===== src/rtl/stateram_sequencer.sv =====
// stateram_sequencer: address/strobe generator for the 25 per-lane Keccak
// state RAMs. Sweeps every sub-round of every round in read-modify-write
// order (write-back one cycle behind each read) and reports round/sub-round
// indices to the round datapath. All outputs are registered.
//
// Optional feature: define STATERAM_SEQ_EXT_ACCESS_EN to add ext_re/ext_we/
// ext_addr, which pass through to the RAM bus while idle (absorb/squeeze).
//
// state_q names the bus cycle that will be issued at the next un-stalled
// edge; the output flops hold the cycle currently on the bus.
module stateram_sequencer #(
  parameter int MAX_SUB_ROUNDS = 7,
  parameter int NUM_ROUNDS     = 24,
  parameter int HIGH_OFFSET    = 1
) (
  input  logic                                clk,
  input  logic                                rst,
  input  logic                                start,
  input  logic                                stall,
`ifdef STATERAM_SEQ_EXT_ACCESS_EN
  input  logic                                ext_re,
  input  logic                                ext_we,
  input  logic [31:0]                         ext_addr,
`endif
  output logic                                re,
  output logic                                we,
  output logic [31:0]                         raddr,
  output logic [31:0]                         raddr_high_offset,
  output logic [4:0]                          round_idx,
  output logic [$clog2(MAX_SUB_ROUNDS+1)-1:0] sub_idx,
  output logic                                first_sub,
  output logic                                last_sub,
  output logic                                busy,
  output logic                                done
);

  localparam int               SUB_W  = $clog2(MAX_SUB_ROUNDS + 1);
  localparam logic [SUB_W-1:0] S_LAST = SUB_W'(MAX_SUB_ROUNDS);
  localparam logic [4:0]       R_LAST = 5'(NUM_ROUNDS - 1);

  typedef enum logic [2:0] {
    IDLE,
    PRIME,
    SWEEP,
    DRAIN,
    DONE
  } state_e;

  state_e           state_q, state_d;
  logic [4:0]       r_q, r_d;
  logic [SUB_W-1:0] s_q, s_d;

  logic             re_q, re_d;
  logic             we_q, we_d;
  logic [31:0]      raddr_q, raddr_d;
  logic [31:0]      raddr_high_offset_q, raddr_high_offset_d;
  logic [4:0]       round_idx_q, round_idx_d;
  logic [SUB_W-1:0] sub_idx_q, sub_idx_d;
  logic             first_sub_q, first_sub_d;
  logic             last_sub_q, last_sub_d;
  logic             busy_q, busy_d;
  logic             done_q, done_d;

  // Sequencer registers: control state, counters and the registered bus.
  always_ff @(posedge clk) begin
    if (rst) begin
      state_q             <= IDLE;
      r_q                 <= '0;
      s_q                 <= '0;
      re_q                <= 1'b0;
      we_q                <= 1'b0;
      raddr_q             <= '0;
      raddr_high_offset_q <= '0;
      round_idx_q         <= '0;
      sub_idx_q           <= '0;
      first_sub_q         <= 1'b0;
      last_sub_q          <= 1'b0;
      busy_q              <= 1'b0;
      done_q              <= 1'b0;
    end else begin
      state_q             <= state_d;
      r_q                 <= r_d;
      s_q                 <= s_d;
      re_q                <= re_d;
      we_q                <= we_d;
      raddr_q             <= raddr_d;
      raddr_high_offset_q <= raddr_high_offset_d;
      round_idx_q         <= round_idx_d;
      sub_idx_q           <= sub_idx_d;
      first_sub_q         <= first_sub_d;
      last_sub_q          <= last_sub_d;
      busy_q              <= busy_d;
      done_q              <= done_d;
    end
  end

  // Issue the pending cycle (or a strobe-less bubble on stall) and advance.
  always_comb begin
    state_d     = state_q;
    r_d         = r_q;
    s_d         = s_q;
    re_d        = 1'b0;
    we_d        = 1'b0;
    raddr_d     = raddr_q;
    round_idx_d = round_idx_q;
    // The RAM output always carries the sub-round of the last sequencer read.
    sub_idx_d   = (re_q && busy_q) ? raddr_q[SUB_W-1:0] : sub_idx_q;
    first_sub_d = 1'b0;
    last_sub_d  = 1'b0;
    busy_d      = busy_q;
    done_d      = 1'b0;

    case (state_q)
      IDLE: begin
        busy_d      = 1'b0;
        raddr_d     = '0;
        round_idx_d = '0;
        // The cycle carrying the done pulse still sees IDLE here, so a start
        // coincident with done is dropped by gating on done_q.
        if (start && !done_q) begin
          re_d        = 1'b1;
          raddr_d     = 32'(S_LAST);
          busy_d      = 1'b1;
          r_d         = '0;
          s_d         = '0;
          state_d     = SWEEP;
        end
`ifdef STATERAM_SEQ_EXT_ACCESS_EN
        else if (!done_q) begin
          re_d    = ext_re;
          we_d    = ext_we;
          raddr_d = ext_addr;
        end
`endif
      end

      PRIME: begin
        if (!stall) begin
          re_d        = 1'b1;
          raddr_d     = 32'(S_LAST);
          round_idx_d = r_q;
          busy_d      = 1'b1;
          s_d         = '0;
          state_d     = SWEEP;
        end
      end

      SWEEP: begin
        if (!stall) begin
          re_d        = 1'b1;
          we_d        = (s_q != '0);
          raddr_d     = 32'(s_q);
          round_idx_d = r_q;
          first_sub_d = (s_q == '0);
          last_sub_d  = (s_q == S_LAST);
          busy_d      = 1'b1;
          if (s_q == S_LAST) begin
            s_d     = '0;
            state_d = DRAIN;
          end else begin
            s_d = s_q + 1'b1;
          end
        end
      end

      DRAIN: begin
        if (!stall) begin
          we_d        = 1'b1;
          round_idx_d = r_q;
          busy_d      = 1'b1;
          if (r_q < R_LAST) begin
            r_d     = r_q + 1'b1;
            state_d = PRIME;
          end else begin
            state_d = DONE;
          end
        end
      end

      DONE: begin
        done_d      = 1'b1;
        busy_d      = 1'b0;
        raddr_d     = '0;
        round_idx_d = '0;
        state_d     = IDLE;
      end

      default: state_d = IDLE;
    endcase

    raddr_high_offset_d = busy_d ? 32'(HIGH_OFFSET) : '0;
  end

  assign re                = re_q;
  assign we                = we_q;
  assign raddr             = raddr_q;
  assign raddr_high_offset = raddr_high_offset_q;
  assign round_idx         = round_idx_q;
  assign sub_idx           = sub_idx_q;
  assign first_sub         = first_sub_q;
  assign last_sub          = last_sub_q;
  assign busy              = busy_q;
  assign done              = done_q;

endmodule

===== config.mk =====
export PLATFORM = sky130hd
export DESIGN_NAME = stateram_sequencer
export DESIGN_NICKNAME = d
export VERILOG_FILES = /design/src/rtl/stateram_sequencer.sv
export SDC_FILE = /design/constraint.sdc
export NUM_CORES = 1
export LEC_CHECK = 0
export ABC_AREA = 0
export CORE_ASPECT_RATIO = 2
export CORE_UTILIZATION = 37
export CTS_BUF_LIST = sky130_fd_sc_hd__clkbuf_8 sky130_fd_sc_hd__clkbuf_16
export DETAILED_ROUTE_END_ITERATION = 6
export PLACE_DENSITY = 0.74
export SYNTH_ARGS = -nofsm -noshare
export SYNTH_HDL_FRONTEND = slang
export SYNTH_SLANG_ARGS = --single-unit

===== constraint.sdc =====
create_clock -name clk -period 1.5 [get_ports clk]
set_input_delay 0.225 -clock clk [delete_from_list [all_inputs] [get_ports clk]]
set_output_delay 0.225 -clock clk [all_outputs]
set_load 0.05 [all_outputs]

==> out/results.ini <==
[clocking]
cts_buffers=3
clockRootBuffer=clkbuf_8
insertion_delay_ps=280
h-tree-depth=1
holdBufCountCts=0
clock_sinks=28
ctsLongestPathBuffers=2
cts_tree=yes
clkTransAtPathRegs_ps=90

[route]
drc=0
wl_per_cell_um=10.3
dr.pass1.iters=4
drtIter0Drc=30
num_vias=1337
routed_via_density=4.47
drt.antenna.violating_nets=0
wl_um=3070

[job]
drv_cap=0

[global_routing]
grt_usage=0.122
gr-total-overflow=0
grt_pass1_wl_um=4710
grt_max_degree=21
grt_pass1_vias=1096
antenna_found_initial=0

[worst_setup_path]
end_kind=flop
arrival_ps=1690
required_ps=1670
criticalPathCategory=flop to flop
critPathLaunchType=flop
path_max_fanout=5

[power]
ir_drop_mv=0.566
combPwrFrac=0.335
p_seq_frac=0.384
p_sw_mw=0.800
power_density_nw_per_um2=1070
p_clk_frac=0.281
p_int_mw=1.30
p_leak_nw=0.908
swShare=0.382

[sta]
whs_ps=460
period_share=1.01
slew_violations=0
rsz0062_at_grt=true
hold_violations=0
setup_ws_ps=-12.2
fmax_mhz=661
skew_ps=3.55
setup_tns_ps=-24.9
fin_crit_ps=1510
setup_viol=3

[synthesis]
avgSynthCellArea_um2=8.26
ys_types=36
yosysWarningCount=0
synth_seq_cells=28
netlist_area_um2=1730
yosysSeqAreaShare=0.325
netlist_instances=209

[run_status]
status=finished, violations left
violations=setup timing

[worst_hold_path]
min_path_type=flop to flop

[place]
hpwl_um=2400
port_buffers=21
place.gp.congestion=0.824

[cells_and_area]
drive_above_1_share=0.220
fillers=442
postLayoutCoreUtil=0.445
area_growth_pct=14.0
diodes=0
nets=254

[floorplanning]
pin_count=82
die_w_um=50.3
core_um2=4420
die_area_um2=4960
rows=34
floorplan.initialDensity=0.390
die_height_um=98.6

cells by family after synthesis:
logic type | count (synthesis) | share of synthesized area
compound gates | 34 | 0.128
fa+ha+maj | 5 | 0.0355
buf+inv | 76 | 0.299
flops | 28 | 0.325
mux | 4 | 0.0232
other cells | 1 | 0.00217
simple gates | 61 | 0.188
synth_stat cells:
cell type,n,area share
a211o_1,1,0.0051
a211oi_1,1,0.0043
a21oi_1,19,0.055
a221oi_1,4,0.020
a31o_2,1,0.0051
a31oi_1,1,0.0036
a31oi_4,1,0.012
and3_1,3,0.011
and4b_1,1,0.0058
buf_2,2,0.0058
buf_4,61,0.27
clkbuf_1,5,0.011
clkinv_1,1,0.0022
conb_1,1,0.0022
dfxtp_1,28,0.32
ha_1,4,0.029
inv_1,7,0.015
maj3_2,1,0.0065
mux2i_1,4,0.023
nand2_1,21,0.046
nand2b_1,4,0.014
nand3_1,4,0.012
nand4b_1,1,0.0051
nand4bb_1,1,0.0065
nor2_1,10,0.022
nor2b_1,2,0.0072
nor3_1,3,0.0087
nor3b_1,2,0.0087
nor4_1,3,0.011
o211ai_1,1,0.0043
o21a_1,2,0.0087
o21ai_1,3,0.0087
or2_1,2,0.0072
or3b_1,1,0.0051
or3b_2,2,0.010
or4b_4,1,0.0080
layout make-up:
cell class                      count  area, µm²  share of cell area
Sequential cell                    28        568               0.289
Inverter                            8       30.0              0.0153
Timing Repair Buffer               41        354               0.180
Clock buffer                        3       41.3              0.0210
Multi-Input combinational cell    164        877               0.446
Clock inverter                      1       30.0              0.0153
Tap cell                           54       67.6              0.0343
sequential cells by signal (all words and copies together) (netlist names):
| register | count |
|---|---|
| we | 1 |
| state_q | 3 |
| round_idx | 5 |
| sub_idx | 3 |
| done | 1 |
| first_sub | 1 |
| s_q | 3 |
| re | 1 |
| raddr | 3 |
| busy | 1 |
| r_q | 5 |
| last_sub | 1 |
stage by stage:
stage,area [µm²],power (mW),worst slack (ps),std cells
final,1970,2.10,-12.2,299
after CTS,1950,2.11,-21.7,298
after global placement,1880,1.51,-298,294
after global routing,1970,2.18,-83.6,299
after detailed placement,1880,1.51,-327,294
after floorplan,1950,1.49,17.5,268
power groups by stage:
stage | sequential [mW] | clock, mW | combinational [mW]
4_1_cts | 0.806 | 0.606 | 0.694
2_1_floorplan | 0.882 | 0 | 0.612
6_report | 0.804 | 0.590 | 0.703
5_1_grt | 0.809 | 0.630 | 0.738
3_5_place_dp | 0.822 | 0 | 0.692
3_3_place_gp | 0.822 | 0 | 0.688
path summary, 6_finish.rpt:
| kind | cells after the start | slack (ps) | to | start |
|---|---|---|---|---|
| worst min register to register | 2 | 460 | sub_idx[1] | sub_idx[1] |
| worst max register to register | 5 | -10 | state_q[1] | state_q[1] |
| worst max-delay path | 5 | -10 | state_q[1] | state_q[1] |
| worst min-delay path | 2 | 460 | sub_idx[1] | sub_idx[1] |
routing by layer:
metal / part of all wire / vias to the layer above / global-route usage
li1: - / 651 / -
met1: 0.36 / 607 / 0.117
met2: 0.55 / 70 / 0.234
met3: 0.063 / 9 / 0.0170
met4: 0.028 / 0 / 0.0726
met5: 0 / - / 0
placed cells by master (no fill, tap or decap), drive strengths merged:
cell type	instances
buf	38
and3	3
dfxtp	28
nor3	3
conb	60
clkdlybuf4s50	1
dlygate4sd2	1
nand3	4
o21a	2
clkinv	1
and4b	1
nor2	10
a211o	1
nand4b	1
or2	2
o211ai	1
clkbuf	3
nand2b	4
a31oi	2
a21oi	19
nand2	21
a31o	1
inv	7
nor2b	2
maj3	1
ha	4
or4b	1
mux2i	4
bufinv	1
nand4bb	1
nor3b	2
a221oi	4
nor4	3
a211oi	1
o21ai	3
dlymetal6s2s	1
or3b	3
what timing repair did:
action	CTS	global route
pin swaps	5	3
setup endpoints to repair	4	12
resized for setup	3	5
setup buffers	0	1
cloned	0	0
worst max-delay path, stage by stage (launching register included):
cell and delay, ps:
dfxtp_2 350, or4b_4 570, o211ai_1 100, buf_4 150, mux2i_1 180, nor2_1 60
No activity file was read; power rests on OpenSTA's default activity.
